==> config.mk <==
export PLATFORM = sky130hd
export DESIGN_NAME = uart_word_link
export DESIGN_NICKNAME = d
export VERILOG_FILES = /design/src/rtl/uart_word_link.sv
export SDC_FILE = /design/constraint.sdc
export NUM_CORES = 1
export LEC_CHECK = 0
export ABC_CLOCK_PERIOD_IN_PS = 7800
export CORE_MARGIN = 8
export CORE_UTILIZATION = 40
export DETAILED_ROUTE_END_ITERATION = 7
export REMOVE_ABC_BUFFERS = 1
export SLEW_MARGIN = 0
export SYNTH_ARGS = -nofsm -noshare
export SYNTH_HDL_FRONTEND = slang
export SYNTH_SLANG_ARGS = --single-unit
==> constraint.sdc <==
create_clock -name clk -period 7.8 [get_ports clk]
set_input_delay 1.56 -clock clk [delete_from_list [all_inputs] [get_ports clk]]
set_output_delay 1.56 -clock clk [all_outputs]
set_load 0.005 [all_outputs]
==> src/rtl/uart_word_link.sv <==
`timescale 1ns/1ps
`default_nettype none
// +----------------------------------------------------------------------------+
// | Module      : uart_word_link                                               |
// | Description : 8N1 UART transceiver that moves 1..WORD_BYTES-byte words.    |
// |               TX serialises a word MSB-byte first behind valid/ready;      |
// |               RX deserialises bytes, flags bad stop bits and reassembles   |
// |               full words (first byte received lands in the MS byte).       |
// | Ports       : clk, rst_n (async, active-low)                               |
// |               tx_valid/tx_ready handshake, tx_data word, tx_len byte count |
// |               tx_pin_out serial out (idles high), rx_pin_in serial in      |
// |               rx_byte/rx_byte_valid, rx_word/rx_word_valid, rx_frame_err   |
// | Revision    : 1.0  initial release                                         |
// +----------------------------------------------------------------------------+
module uart_word_link #(
    parameter int CLKS_PER_BIT = 868,
    parameter int WORD_BYTES   = 8
) (
    input  logic                           clk,
    input  logic                           rst_n,
    input  logic                           tx_valid,
    output logic                           tx_ready,
    input  logic [8*WORD_BYTES-1:0]        tx_data,
    input  logic [$clog2(WORD_BYTES+1)-1:0] tx_len,
    output logic                           tx_pin_out,
    input  logic                           rx_pin_in,
    output logic [7:0]                     rx_byte,
    output logic                           rx_byte_valid,
    output logic [8*WORD_BYTES-1:0]        rx_word,
    output logic                           rx_word_valid,
    output logic                           rx_frame_err
);

    localparam int c_CNT_W  = $clog2(CLKS_PER_BIT);
    localparam int c_LEN_W  = $clog2(WORD_BYTES + 1);
    localparam int c_WORD_W = 8 * WORD_BYTES;
    localparam logic [c_CNT_W-1:0] c_BIT_LAST  = c_CNT_W'(CLKS_PER_BIT - 1);
    localparam logic [c_CNT_W-1:0] c_HALF_LAST = c_CNT_W'(CLKS_PER_BIT / 2 - 1);
    localparam logic [c_LEN_W-1:0] c_WB        = c_LEN_W'(WORD_BYTES);

    typedef enum logic [1:0] {TX_IDLE, TX_START, TX_DATA, TX_STOP} tx_state_t;
    typedef enum logic [1:0] {RX_IDLE, RX_START_CHK, RX_DATA, RX_STOP} rx_state_t;

    // ------------------------------------------------------------------ TX
    tx_state_t            r_tx_state, w_tx_state_nxt;
    logic [c_CNT_W-1:0]   r_tx_cnt, w_tx_cnt_nxt;
    logic [2:0]           r_tx_bit, w_tx_bit_nxt;
    logic [c_LEN_W-1:0]   r_tx_left, w_tx_left_nxt;
    logic [c_WORD_W-1:0]  r_tx_word, w_tx_word_nxt;
    logic                 r_tx_pin, r_tx_ready;
    logic                 w_tx_accept, w_tx_pin_nxt;
    logic [c_LEN_W-1:0]   w_tx_len_clamped;
    logic [7:0]           w_tx_byte_nxt;

    assign w_tx_accept      = tx_valid && r_tx_ready;
    assign w_tx_len_clamped = (tx_len > c_WB) ? c_WB : tx_len;
    // The byte on the wire is always the top byte of the (shifting) word.
    assign w_tx_byte_nxt    = w_tx_word_nxt[c_WORD_W-1 -: 8];

    always_comb begin
        w_tx_state_nxt = r_tx_state;
        w_tx_cnt_nxt   = r_tx_cnt;
        w_tx_bit_nxt   = r_tx_bit;
        w_tx_left_nxt  = r_tx_left;
        w_tx_word_nxt  = r_tx_word;
        case (r_tx_state)
            TX_IDLE: begin
                if (w_tx_accept) begin
                    w_tx_word_nxt = tx_data;
                    w_tx_left_nxt = w_tx_len_clamped;
                    w_tx_cnt_nxt  = '0;
                    if (w_tx_len_clamped != '0) begin
                        w_tx_state_nxt = TX_START;
                    end
                end
            end
            TX_START: begin
                if (r_tx_cnt == c_BIT_LAST) begin
                    w_tx_cnt_nxt   = '0;
                    w_tx_bit_nxt   = 3'd0;
                    w_tx_state_nxt = TX_DATA;
                end else begin
                    w_tx_cnt_nxt = r_tx_cnt + 1'b1;
                end
            end
            TX_DATA: begin
                if (r_tx_cnt == c_BIT_LAST) begin
                    w_tx_cnt_nxt = '0;
                    if (r_tx_bit == 3'd7) begin
                        w_tx_state_nxt = TX_STOP;
                    end else begin
                        w_tx_bit_nxt = r_tx_bit + 1'b1;
                    end
                end else begin
                    w_tx_cnt_nxt = r_tx_cnt + 1'b1;
                end
            end
            TX_STOP: begin
                if (r_tx_cnt == c_BIT_LAST) begin
                    w_tx_cnt_nxt   = '0;
                    w_tx_left_nxt  = r_tx_left - 1'b1;
                    w_tx_word_nxt  = r_tx_word << 8;
                    w_tx_state_nxt = (r_tx_left == c_LEN_W'(1)) ? TX_IDLE : TX_START;
                end else begin
                    w_tx_cnt_nxt = r_tx_cnt + 1'b1;
                end
            end
            default: w_tx_state_nxt = TX_IDLE;
        endcase
    end

    // Line level is computed from the next state so the pin is a flop output
    // yet changes in the same cycle the state does.
    always_comb begin
        w_tx_pin_nxt = 1'b1;
        case (w_tx_state_nxt)
            TX_START: w_tx_pin_nxt = 1'b0;
            TX_DATA:  w_tx_pin_nxt = w_tx_byte_nxt[w_tx_bit_nxt];
            default:  w_tx_pin_nxt = 1'b1;
        endcase
    end

    always_ff @(posedge clk or negedge rst_n) begin
        if (!rst_n) begin
            r_tx_state <= TX_IDLE;
            r_tx_cnt   <= '0;
            r_tx_bit   <= 3'd0;
            r_tx_left  <= '0;
            r_tx_word  <= '0;
            r_tx_pin   <= 1'b1;
            r_tx_ready <= 1'b1;
        end else begin
            r_tx_state <= w_tx_state_nxt;
            r_tx_cnt   <= w_tx_cnt_nxt;
            r_tx_bit   <= w_tx_bit_nxt;
            r_tx_left  <= w_tx_left_nxt;
            r_tx_word  <= w_tx_word_nxt;
            r_tx_pin   <= w_tx_pin_nxt;
            // A zero-length word still drops ready for one cycle.
            r_tx_ready <= (w_tx_state_nxt == TX_IDLE) && !w_tx_accept;
        end
    end

    assign tx_pin_out = r_tx_pin;
    assign tx_ready   = r_tx_ready;

    // ------------------------------------------------------------------ RX
    logic [1:0]           r_rx_sync;
    logic                 r_rx_prev;
    rx_state_t            r_rx_state, w_rx_state_nxt;
    logic [c_CNT_W-1:0]   r_rx_cnt, w_rx_cnt_nxt;
    logic [2:0]           r_rx_bit, w_rx_bit_nxt;
    logic [7:0]           r_rx_shift, w_rx_shift_nxt;
    logic [c_LEN_W-1:0]   r_rx_num, w_rx_num_nxt;
    logic [c_WORD_W-1:0]  w_rx_asm_full;
    logic                 w_rx_line, w_rx_fall;
    logic                 w_rx_good, w_rx_err, w_rx_word_done;
    logic [7:0]           r_rx_byte;
    logic [c_WORD_W-1:0]  r_rx_word;
    logic                 r_rx_byte_valid, r_rx_word_valid, r_rx_frame_err;

    assign w_rx_line = r_rx_sync[1];
    assign w_rx_fall = r_rx_prev && !w_rx_line;

    // Assembler holds the bytes already received; the newest byte is appended
    // at the bottom so the first byte of a word ends up most significant.
    generate
        if (WORD_BYTES == 1) begin : g_asm_single
            assign w_rx_asm_full = r_rx_shift;
        end else begin : g_asm_multi
            logic [c_WORD_W-9:0] r_rx_asm;
            always_ff @(posedge clk or negedge rst_n) begin
                if (!rst_n) begin
                    r_rx_asm <= '0;
                end else if (w_rx_good) begin
                    r_rx_asm <= w_rx_asm_full[c_WORD_W-9:0];
                end
            end
            assign w_rx_asm_full = {r_rx_asm, r_rx_shift};
        end
    endgenerate

    always_comb begin
        w_rx_state_nxt = r_rx_state;
        w_rx_cnt_nxt   = r_rx_cnt;
        w_rx_bit_nxt   = r_rx_bit;
        w_rx_shift_nxt = r_rx_shift;
        w_rx_num_nxt   = r_rx_num;
        w_rx_good      = 1'b0;
        w_rx_err       = 1'b0;
        w_rx_word_done = 1'b0;
        case (r_rx_state)
            RX_IDLE: begin
                if (w_rx_fall) begin
                    w_rx_cnt_nxt   = '0;
                    w_rx_state_nxt = RX_START_CHK;
                end
            end
            RX_START_CHK: begin
                if (r_rx_cnt == c_HALF_LAST) begin
                    w_rx_cnt_nxt   = '0;
                    w_rx_bit_nxt   = 3'd0;
                    // Line back high at mid-start means a glitch, not a frame.
                    w_rx_state_nxt = w_rx_line ? RX_IDLE : RX_DATA;
                end else begin
                    w_rx_cnt_nxt = r_rx_cnt + 1'b1;
                end
            end
            RX_DATA: begin
                if (r_rx_cnt == c_BIT_LAST) begin
                    w_rx_cnt_nxt   = '0;
                    w_rx_shift_nxt = {w_rx_line, r_rx_shift[7:1]};
                    if (r_rx_bit == 3'd7) begin
                        w_rx_state_nxt = RX_STOP;
                    end else begin
                        w_rx_bit_nxt = r_rx_bit + 1'b1;
                    end
                end else begin
                    w_rx_cnt_nxt = r_rx_cnt + 1'b1;
                end
            end
            RX_STOP: begin
                if (r_rx_cnt == c_BIT_LAST) begin
                    w_rx_cnt_nxt   = '0;
                    w_rx_state_nxt = RX_IDLE;
                    if (w_rx_line) begin
                        w_rx_good = 1'b1;
                        if (r_rx_num == c_WB - 1'b1) begin
                            w_rx_word_done = 1'b1;
                            w_rx_num_nxt   = '0;
                        end else begin
                            w_rx_num_nxt = r_rx_num + 1'b1;
                        end
                    end else begin
                        w_rx_err     = 1'b1;
                        w_rx_num_nxt = '0;
                    end
                end else begin
                    w_rx_cnt_nxt = r_rx_cnt + 1'b1;
                end
            end
            default: w_rx_state_nxt = RX_IDLE;
        endcase
    end

    always_ff @(posedge clk or negedge rst_n) begin
        if (!rst_n) begin
            r_rx_sync       <= 2'b11;
            r_rx_prev       <= 1'b1;
            r_rx_state      <= RX_IDLE;
            r_rx_cnt        <= '0;
            r_rx_bit        <= 3'd0;
            r_rx_shift      <= 8'd0;
            r_rx_num        <= '0;
            r_rx_byte       <= 8'd0;
            r_rx_word       <= '0;
            r_rx_byte_valid <= 1'b0;
            r_rx_word_valid <= 1'b0;
            r_rx_frame_err  <= 1'b0;
        end else begin
            r_rx_sync       <= {r_rx_sync[0], rx_pin_in};
            r_rx_prev       <= w_rx_line;
            r_rx_state      <= w_rx_state_nxt;
            r_rx_cnt        <= w_rx_cnt_nxt;
            r_rx_bit        <= w_rx_bit_nxt;
            r_rx_shift      <= w_rx_shift_nxt;
            r_rx_num        <= w_rx_num_nxt;
            r_rx_byte_valid <= w_rx_good;
            r_rx_word_valid <= w_rx_word_done;
            r_rx_frame_err  <= w_rx_err;
            if (w_rx_good) begin
                r_rx_byte <= r_rx_shift;
            end
            if (w_rx_word_done) begin
                r_rx_word <= w_rx_asm_full;
            end
        end
    end

    assign rx_byte       = r_rx_byte;
    assign rx_byte_valid = r_rx_byte_valid;
    assign rx_word       = r_rx_word;
    assign rx_word_valid = r_rx_word_valid;
    assign rx_frame_err  = r_rx_frame_err;

endmodule
`default_nettype wire

==> results of run 1 <==
-- per-stage QoR --
stage / worst slack, ns / util, % / hold WS (ns) / total power [uW] / instance area (sq um)
2_1_floorplan: 0.854 / - / 0.345 / 1350 / 9930
3_3_place_gp: 3.44 / 47.4 / 0.347 / 1440 / 11900
3_5_place_dp: 3.41 / 47.4 / 0.347 / 1440 / 11900
4_1_cts: 3.94 / 51.3 / 0.356 / 2820 / 12900
5_1_grt: 3.72 / 51.3 / 0.365 / 2880 / 12900
6_report: 3.89 / 51.3 / 0.355 / 2780 / 12900
-- cells in the final DEF, fill, tap and decap left out, drive strengths merged, types with 6 or more instances in the layout --
cell / netlist / final
bufinv: 0 / 7
nand3: 8 / 8
o21ai: 39 / 39
mux2i: 6 / 6
ha: 14 / 14
a22oi: 51 / 51
clkinv: 0 / 6
clkdlybuf4s50: 0 / 147
a21oi: 13 / 13
a222oi: 8 / 8
nor2: 24 / 24
buf: 12 / 9
nor2b: 6 / 6
dfrtp: 233 / 233
mux2: 74 / 74
clkbuf: 56 / 34
nand2: 268 / 268
inv: 26 / 26
o31ai: 56 / 56
-- worst max-delay path, cell delays in order --
cell	delay, ns
clkdlybuf4s50_1	0.47
and3_2	0.18
buf_4	0.46
nor2b_1	0.43
buf_4	0.27
a222oi_1	0.12
mux2_2	0.29
or3_1	0.34
a41oi_1	0.18
-- registers in the layout, indices dropped and copies added, names as in the netlist, 3 cells and up, named ones only --
name,cells
r_tx_left,4
r_tx_word,64
r_tx_cnt,10
r_tx_bit,3
r_rx_num,4
r_rx_bit,3
g_asm_multi.r_rx_asm,56
rx_word,64
r_rx_cnt,10
r_rx_shift,8
-- power groups by stage --
stage	Sequential, uW	Combinational (uW)	Clock, uW
2_1_floorplan	1290	62.5	0
3_3_place_gp	1300	142	0
3_5_place_dp	1300	145	0
4_1_cts	1270	145	1410
5_1_grt	1280	161	1450
6_report	1270	142	1360
-- routing by layer --
metal / track usage (%) / vias to the layer above / part of all wire [%]
li1: - / 3576 / -
met1: 20.9 / 3550 / 47
met2: 24.5 / 106 / 48
met3: 2.17 / 28 / 3.3
met4: 3.60 / 0 / 1.3
met5: 0 / - / 0
-- synthesized netlist by cell type, types with 4 or more instances --
library cell and count:
mux2i_1 6, buf_4 8, nor2_1 24, nand3_1 8, nor2b_1 6, and2_1 4
nand2_1 268, nor3_1 4, dfstp_2 5, clkbuf_1 56, a21oi_1 13, a22oi_1 51
o31ai_1 56, a222oi_1 8, o21ai_0 38, mux2_2 71, ha_1 14, dfrtp_1 233
a31oi_1 5, inv_1 25
-- final cells by class --
| type | count | share of cell area (%) |
|---|---|---|
| well taps | 330 | 3.21 |
| clock buffers | 34 | 5.52 |
| repair buffers | 156 | 12.0 |
| flip-flops and latches | 238 | 46.3 |
| multi-input cells | 628 | 30.2 |
| clock inverters | 13 | 1.95 |
| inverters | 26 | 0.758 |
-- worst max-delay path by stage --
| stage | startpoint | to | slack [ns] |
|---|---|---|---|
| global placement | tx_valid | tx_pin_out | 3.44 |
| finish | tx_valid | tx_pin_out | 3.89 |
| global route | r_rx_cnt[2] | rx_word[60] | 3.72 |
| detailed placement | tx_valid | tx_pin_out | 3.41 |
| floorplan | r_tx_cnt[0] | r_tx_left[3] | 0.85 |
| CTS | r_rx_cnt[2] | rx_word[60] | 3.94 |
-- logic make-up (layout without fill, tap and decap cells) --
family	Yosys count	after routing	share of synthesized area [%]
buffers and inverters	94	229	3.82
flip-flops	238	238	58.3
AO/OA/AOI/OAI	191	191	13.0
XOR/XNOR	2	2	0.171
adder cells (fa/ha/maj)	14	14	1.71
multiplexers	80	80	8.74
AND/OR/NAND/NOR	341	341	14.2
==> impl_results.md, run 1 <==
- Status: finished clean
- Min Tclk post-route: 3.91 ns
- Pint: 2190 uW
- Core Box Area: 25100 sq um
- Post-synthesis async set-or-reset flop share: 100%
- Area grow syn2layout: 25.9%
- Synth Register Bits: 238
- Die X: 176 microns
- Via density: 5.09
- Post-Syn Instances: 960
- Slew margin rel.: 20.7%
- Setup violators final: 0
- WP data required: 8.23 ns
- Top cells by area in the synthesized netlist: dfrtp_1, nand2_1, mux2_2, o31ai_1, a22oi_1
- First-pass GRT wire length: 38900 microns
- Max-Cap Viols: 0
- Post-CTS setup buffer count: 0
- Hold buffer count at CTS: 0
- Crit start category: primary input
- DR vias: 7260
- Drt initial violations: 580
- Number of flops mapped to enable cells by yosys: 0
- ANT cells: 0
- Synth Flop Type: dfrtp_1
- Die area: 30900 sq um
- Sw frac: 21.3%
- Crit end category: flop
- Largest net degree at the start of global routing: 125
- Layout cells sized above 1: 12.6%
- Crit-path max FO: 51
- Final nets: 1162
- Placed cells: 1378
- Die Ht: 176 microns
- Post-route insts no fill: 1425
- Net Sw Power: 593 uW
- Clk_skew: 0.0193 ns
- Final worst-path cycle share: 50.1%
- FF-to-FF setup slack: 4.06 ns
- CP Class: in -> reg
- Total gr overflow: 0
- Clock share of power: 49.1%
- Avg Inst Size Synth: 10.6 sq um
- Clock tree sinks: 238
- Vias in the first global route: 7249
- RR Startpoint: r_rx_cnt[2]
- Worst-Margin Slew: 1.18 ns
- Sequential area share after synthesis: 58.3%
- Register area: 5960 sq um
- Yosys warns: 0
- Num CTS Buffers: 26
- Routability cong.: 0.775
- Number of I/O port buffers: 148
- Hold crit path type: reg -> reg
- Worst-case reg-to-reg path depth: 8
- Post-synth cell types: 58
- Clock Path Buffers: 3
- Final Slew Violations: 0
- Root Buffer: clkbuf_16
- Post_cts resized: 0
- DRC viols: 0
- Register share of total power: 45.8%
- Cell type with the largest total area after synthesis: dfrtp_1
- Reg clk slew, reported paths: 0.06 ns
- VDD IR-drop max: 0.132 mV
- Final hold violations: 0
- Area of the multi-input gates: 3890 sq um
- Arrival time worst endpoint: 4.34 ns
- Mapped cell area: 10200 sq um
- PwrDens: 216 nW/um^2
- Total Wirelength: 23400 microns
- Hold Path Cell Cnt: 0
- FF-to-FF End: rx_word[60]
- CTS tree: yes
- Leak Pwr: 0.00599 uW
- Initial Util: 40.7%
- Combinational power share: 5.1%
- H-tree depth: 1
- Hold Path End: r_rx_sync[1]
- Fillcell total: 2336
- Initial antenna violation count: 0
- Clock latency on the worst-skew pair: 0.52 ns
- Row cnt: 58
- RSZ-0062 raised after global routing: no
- Post-synth top area share: 57.0%
- Maximum clock rate: 0.256 GHz
- Post-route ant nets: 0
- I/O Pins: 149
- HP Start: r_rx_sync[0]
- Setup TNS Final: 0 ns
- DR pass1 iterations: 5
- Wire length per cell: 16.5 microns
- Detailed placement HPWL: 14900 microns
- GRT Util Overall: 15.1%
No activity file was read; power rests on OpenSTA's default activity.
==> run 2: changes to the inputs <==
--- a/config.mk
+++ b/config.mk
@@ -5,7 +5,7 @@
 export SDC_FILE = /design/constraint.sdc
 export NUM_CORES = 1
 export LEC_CHECK = 0
-export ABC_CLOCK_PERIOD_IN_PS = 7800
+export ABC_CLOCK_PERIOD_IN_PS = 3300
 export CORE_MARGIN = 8
 export CORE_UTILIZATION = 40
 export DETAILED_ROUTE_END_ITERATION = 7
==> constraint.sdc (replaced) <==
create_clock -name clk -period 3.3 [get_ports clk]
set_input_delay 0.66 -clock clk [delete_from_list [all_inputs] [get_ports clk]]
set_output_delay 0.66 -clock clk [all_outputs]
set_load 0.005 [all_outputs]
==> impl_results.md, run 2 (synthesized netlist as in run 1, its figures left out) <==
- Status: finished clean
- Post-route ant nets: 0
- Final Slew Violations: 0
- Total gr overflow: 0
- FF-to-FF End: tx_pin_out
- Num CTS Buffers: 27
- VDD IR-drop max: 0.279 mV
- Leak Pwr: 0.00603 uW
- RSZ-0062 raised after global routing: no
- Drt initial violations: 560
- DR pass1 iterations: 5
- Routability cong.: 0.815
- Die Ht: 176 microns
- Largest net degree at the start of global routing: 113
- Number of I/O port buffers: 148
- Final Power: 6340 uW
- Total Wirelength: 23400 microns
- Fin util: 51.5%
- Placed instance area: 12000 sq um
- Detailed placement HPWL: 15100 microns
- Slowest cell on crit path: or3_1
- CP Class: reg -> reg
- Post-Place Worst Slack: 0.375 ns
- Clock latency on the worst-skew pair: 0.52 ns
- Final worst-path cycle share: 88.1%
- Die area: 30900 sq um
- Hold buffer count at CTS: 0
- First-pass GRT wire length: 38900 microns
- Max-Cap Viols: 0
- Area grow syn2layout: 26.5%
- CTS tree: yes
- DR vias: 7267
- Setup TNS Final: 0 ns
- Final setup margin: 0.392 ns
- FF-to-FF setup slack: 0.39 ns
- Layout cells sized above 1: 13.8%
- Arrival time worst endpoint: 3.33 ns
- WP data required: 3.72 ns
- Wire length per cell: 16.3 microns
- Die X: 176 microns
- Hold crit path type: in -> async
- GRT Util Overall: 15.0%
- Post_cts resized: 0
- Slew margin rel.: 39.2%
- Worst-Margin Slew: 0.912 ns
- Clock Path Buffers: 3
- Maximum clock rate: 0.344 GHz
- Largest delay contributor family on the critical path: compound AO/OA/AOI/OAI gates
- Post-CTS setup buffer count: 0
- Crit-path max FO: 8
- Worst-case reg-to-reg path depth: 8
- Levels on crit path: 8
- Min Tclk post-route: 2.91 ns
- Final hold violations: 0
- I/O Pins: 149
- RR Startpoint: r_tx_cnt[0]
- Design Area, Final: 12900 sq um
- CP Buf/Inv Count: 0
- Crit end category: flop
- Commonest non-fill, non-tap cell in the layout: nand2_1
- PwrDens: 490 nW/um^2
- Slowest stage delay, CP: 0.46 ns
- Root Buffer: clkbuf_16
- Initial antenna violation count: 1
- Cell breakdown of the critical path: ha_1 > or3b_4 > or3_1 > a211o_1 > a222oi_1 > mux2i_1 > a22oi_1 > a41oi_1
- Fillcell total: 2296
- Core Box Area: 25100 sq um
- Most frequent cells in the layout: nand2_1, dfrtp_1, clkdlybuf4s50_1
- DRC viols: 0
- Initial Util: 40.7%
- Via density: 5.05
- Reg clk slew, reported paths: 0.06 ns
- Setup violators final: 0
- Crit start category: flop
- Vias in the first global route: 7222
- Clock tree sinks: 238
- Clk_skew: 0.00683 ns
- Row cnt: 58
- Final nets: 1174
- H-tree depth: 1
[run 2: changes by cell type in the layout (fill, tap and decap cells not counted), sizes merged]
cell | before | now
buf | 9 | 20
bufinv | 7 | 2
clkbuf | 34 | 37
clkinv | 6 | 8
clkinvlp | 0 | 2
diode | 0 | 1
[run 2: area by class of cell]
cell class	instances	area, sq um	share of cell area [%]
inverter	26	97.6	0.755
timing repair buffer	167	1670	12.9
multi-input combinational	628	3890	30.1
clock inverter	12	119	0.919
sequential	238	5960	46.1
tap	330	413	3.19
antenna	1	2.50	0.0194
clock buffer	37	783	6.06
[run 2: power by group]
part / internal, uW / switching, uW / leakage (uW)
Combinational: 163 / 188 / 0.00231
Clock: 1810 / 1160 / 0.000447
Sequential: 2960 / 55.4 / 0.00328
[run 2: stage by stage]
step	cells	hold WS [ns]
6_report	1439	0.163
2_1_floorplan	892	0.345
3_3_place_gp	1389	0.346
3_5_place_dp	1389	0.353
5_1_grt	1439	0.230
4_1_cts	1438	0.224
[run 2: worst max-delay path by stage]
stage / start / end
floorplan: r_tx_cnt[0] / r_tx_left[3]
finish: r_tx_cnt[0] / tx_pin_out
global route: r_tx_cnt[0] / tx_pin_out
CTS: r_tx_cnt[0] / tx_pin_out
global placement: tx_valid / tx_pin_out
detailed placement: tx_valid / tx_pin_out
[run 2: routing by layer]
layer | track usage [%] | vias up | share of wire (%) | wire length [microns]
met1 | 21.0 | 3518 | 47 | 11000
met4 | 3.78 | 0 | 1.8 | 422
met3 | 2.58 | 27 | 3.7 | 861
met5 | 0 | - | 0 | 0
met2 | 23.7 | 116 | 48 | 11200
li1 | - | 3606 | - | -
